--- src/rtl/dff_delay_line.sv ---
// Purpose : DEPTH-stage, WIDTH-bit enable-gated delay line with per-stage valid, flush and occupancy count.
// Latency : DEPTH enabled edges from capture to q; each en=0 cycle adds one cycle.
// Backpressure: en=0 stalls every stage in place; no ready output, the upstream must honour en itself.
module dff_delay_line #(
   parameter int WIDTH = 8,
   parameter int DEPTH = 4
) (
   input  logic                         clk,
   input  logic                         reset,
   input  logic                         en,
   input  logic                         flush,
   input  logic [WIDTH-1:0]             d,
   input  logic                         d_valid,
   output logic [WIDTH-1:0]             q,
   output logic                         q_valid,
   output logic [$clog2(DEPTH+1)-1:0]   count
);

   localparam int CW = $clog2(DEPTH+1);

   // Stage storage; stage 0 is the input end, stage DEPTH-1 drives q.
   logic [WIDTH-1:0] s [DEPTH];
   logic [DEPTH-1:0] v;
   logic [CW-1:0]    count_nxt;

   // Occupancy after an advance: one word may enter and one may leave on the same edge.
   always_comb begin
      count_nxt = count + CW'(d_valid) - CW'(v[DEPTH-1]);
   end

   // Stage shift with reset > flush > enable > hold priority; bubbles carry zero data.
   always_ff @(posedge clk) begin
      if (!reset || flush) begin
         for (int i = 0; i < DEPTH; i++) begin
            s[i] <= '0;
         end
         v     <= '0;
         count <= '0;
      end else if (en) begin
         s[0] <= d_valid ? d : '0;
         v[0] <= d_valid;
         for (int i = 1; i < DEPTH; i++) begin
            s[i] <= s[i-1];
            v[i] <= v[i-1];
         end
         count <= count_nxt;
      end
   end

   // Outputs come straight from the last stage registers.
   always_comb begin
      q       = s[DEPTH-1];
      q_valid = v[DEPTH-1];
   end

endmodule

--- config.mk ---
export PLATFORM = sky130hd
export DESIGN_NAME = dff_delay_line
export DESIGN_NICKNAME = d
export VERILOG_FILES = /design/src/rtl/dff_delay_line.sv
export SDC_FILE = /design/constraint.sdc
export NUM_CORES = 1
export LEC_CHECK = 0
export ABC_AREA = 0
export ABC_CLOCK_PERIOD_IN_PS = 2300
export BUFFER_PORTS_ARGS = -buffer_cell sky130_fd_sc_hd__buf_2
export CAP_MARGIN = 20
export CORE_ASPECT_RATIO = 1.2
export CORE_MARGIN = 1.5
export CORE_UTILIZATION = 57
export CTS_BUF_LIST = sky130_fd_sc_hd__clkbuf_8
export DETAILED_ROUTE_END_ITERATION = 10
export PLACE_DENSITY = 0.81
export SLEW_MARGIN = 15
export SYNTH_ARGS = -nofsm -noshare
export SYNTH_HDL_FRONTEND = slang
export SYNTH_SLANG_ARGS = --single-unit
--- constraint.sdc ---
create_clock -name clk -period 2.3 [get_ports clk]
set_input_delay 0.69 -clock clk [delete_from_list [all_inputs] [get_ports clk]]
set_output_delay 0.69 -clock clk [all_outputs]
set_load 0.02 [all_outputs]
==> run metrics <==
outcome=finished clean; Worst Hold End=v[0]$_SDFFE_PP0P_; I/O pin cnt=25; hold_buf cts=0; max-slew violations=0; Final HPWL DP=1190 um; CTS Sinks=39; arrival time at the worst endpoint=2.18 ns; post-CTS setup buffer count=0; FF-to-FF End=count[2]$_SDFFE_PP0P_; DRC Markers=0; minimum clock period=1.96 ns; Die Width=50.5 um; CTS Buf Count=5; Most common cell on crit path=inv_1; share of layout cells above drive strength 1=27.1%; fin area=1790 um2; Floorplan Core Area=2550 um2; max frequency=511 MHz; fillers=203; CP bufs+invs=3; startpoint types=flop; PD cells=785 nW/um2; vias in the first global route=724; DRT antenna net count=0; ANT cells=0; Rel. slew slack=74.8%; sequential fraction of the synthesis area=71.5%; CP top delay family=adder cells; flop2flop setup slack=0.34 ns; setup tns final=0 ns; Overflow after GRT=0; net count after synthesis=120; peak supply drop=0.762 mV; Port Buffers=24; depth of the most critical reg-to-reg path=9; clock-pin slew on the worst setup and hold paths=0.07 ns; largest net degree at the start of global routing=33; clk_skew=0.00314 ns; H-Tree Depth=2; DR iter-0 viols=19; worst-path maximum fanout=3; crit path cell chain=inv_1 > ha_1 > inv_1 > ha_1 > inv_1 > fa_1 > xnor2_1 > or4_1 > o21ai_1; CTS max path bufs=2; Setup CP Type=reg2reg; vias=814; crit path launch=count[0]$_SDFFE_PP0P_; Cell Count, Final, Fillers Out=166; Critical Path End Type=flop; Skew-Pair Late Insertion Delay=0.28 ns; syn avg cell area=14.8 um2; # rows=20; CTS root buf=clkbuf_8; Die Height=59.9 um; Final Hold Violating Endpoints=0; synthesized flop and latch total=39; Hold Path Class=reg2reg; most frequent cells in the layout=and2_1, edfxtp_1, buf_2; Crit-path slowest cell=or4_1; RR Startpoint=count[0]$_SDFFE_PP0P_; Critical Path RT=2.52 ns; hold path depth=2; post-synthesis cell type count=21; starting density of the core=60.3%; routed vias/inst=4.90; first drt pass iteration count=3; mean routed wirelength per cell=10.9 um; endpoints failing setup=0; max_cap viols=0; final net count=148; placed cells=158; Final period util=85.1%; Cell Area, Placed=1680 um2; full die area=3020 um2; initial antenna violation count=0; drt total wl=1810 um; RSZ-0062 raised after global routing=false; Synth Cell Area=1540 um2; TritonCTS clock tree=built; GP Congestion=0.638; # resized after CTS=0; Yosys Warn Count=0; Overall Power=1.41 mW; Worst Max-Slew Pin Slew=0.378 ns; GR Util All Layers=14.6%; Leakage=0.786 nW; Layout Area Growth over Synthesis=16.3%; first-pass GRT wire length=2990 um; min-delay src=v[0]$_SDFFE_PP0P_; max incr delay on CP=0.40 ns; Cells after Synth=104
[cell usage after synthesis, drive strengths merged]
library cell	number	area, um2
buf	2	22.5
edfxtp	32	961
fa	1	20.0
o21ai	1	5.00
inv	4	17.5
a211oi	1	7.51
a21oi	1	5.00
nand3b	1	7.51
xnor2	1	8.76
nor2	8	37.5
or4	1	7.51
and2	32	200
ha	2	25.0
clkbuf	2	7.51
nand2b	2	20.0
nand2	2	7.51
mux2i	4	40.0
dfxtp	7	140
[cell families after synthesis]
logic type / Yosys count / synth area share, %
multiplexers: 4 / 2.60
buffers and inverters: 8 / 3.09
adder cells (fa/ha/maj): 3 / 2.92
XOR/XNOR: 1 / 0.569
AND/OR/NAND/NOR: 46 / 18.2
AO/OA/AOI/OAI: 3 / 1.14
flip-flops: 39 / 71.5
[through the flow]
step,setup slack (ns),hold WS [ns],util (%)
4_1_cts,0.340,0.470,70.2
3_3_place_gp,0.316,0.460,65.8
3_5_place_dp,0.263,0.460,65.8
2_1_floorplan,0.163,0.441,-
5_1_grt,0.223,0.502,70.2
6_report,0.342,0.469,70.2
[report_power, final]
part / switching, mW / total [mW] / leakage (nW) / internal (mW)
logic: 0.0396 / 0.0650 / 0.300 / 0.0254
clock network: 0.224 / 0.547 / 0.0581 / 0.322
registers: 0.00692 / 0.795 / 0.429 / 0.788
[area by class of cell]
cell class	instances	area, um2	share of cell area (%)
clock buffers	5	68.8	3.84
clock inverters	3	43.8	2.44
inverters	4	17.5	0.978
multi-input cells	57	392	21.9
flip-flops and latches	39	1100	61.5
well taps	33	41.3	2.30
repair buffers	25	128	7.12
[flip-flops by register name, indices dropped and copies added (netlist names)]
signal	flops
s	32
v	4
count	3
[metal layers]
| metal | up-vias | track usage, % | wire length (um) |
|---|---|---|---|
| met1 | 381 | 13.1 | 742 |
| li1 | 407 | - | - |
| met5 | - | 0 | 0 |
| met2 | 22 | 26.1 | 938 |
| met3 | 4 | 7.50 | 85 |
| met4 | 0 | 8.11 | 41 |
[tightest hold or removal path, stage by stage, from the launching register on]
cell     delay (ns)
dfxtp_1        0.31
nand2_1        0.06
a21oi_1        0.05
[worst max path at each step]
| stage | endpoint | slack (ns) | depth (start not counted) |
|---|---|---|---|
| 4_1_cts | count[2]$_SDFFE_PP0P_ | 0.34 | 9 |
| 3_5_place_dp | count[2]$_SDFFE_PP0P_ | 0.26 | 7 |
| 3_3_place_gp | count[2]$_SDFFE_PP0P_ | 0.32 | 7 |
| 5_1_grt | count[2]$_SDFFE_PP0P_ | 0.22 | 9 |
| 6_report | count[2]$_SDFFE_PP0P_ | 0.34 | 9 |
| 2_1_floorplan | s[0][0]$_SDFFCE_PN0P_ | 0.16 | 3 |
(Power assumes the default switching activity.)
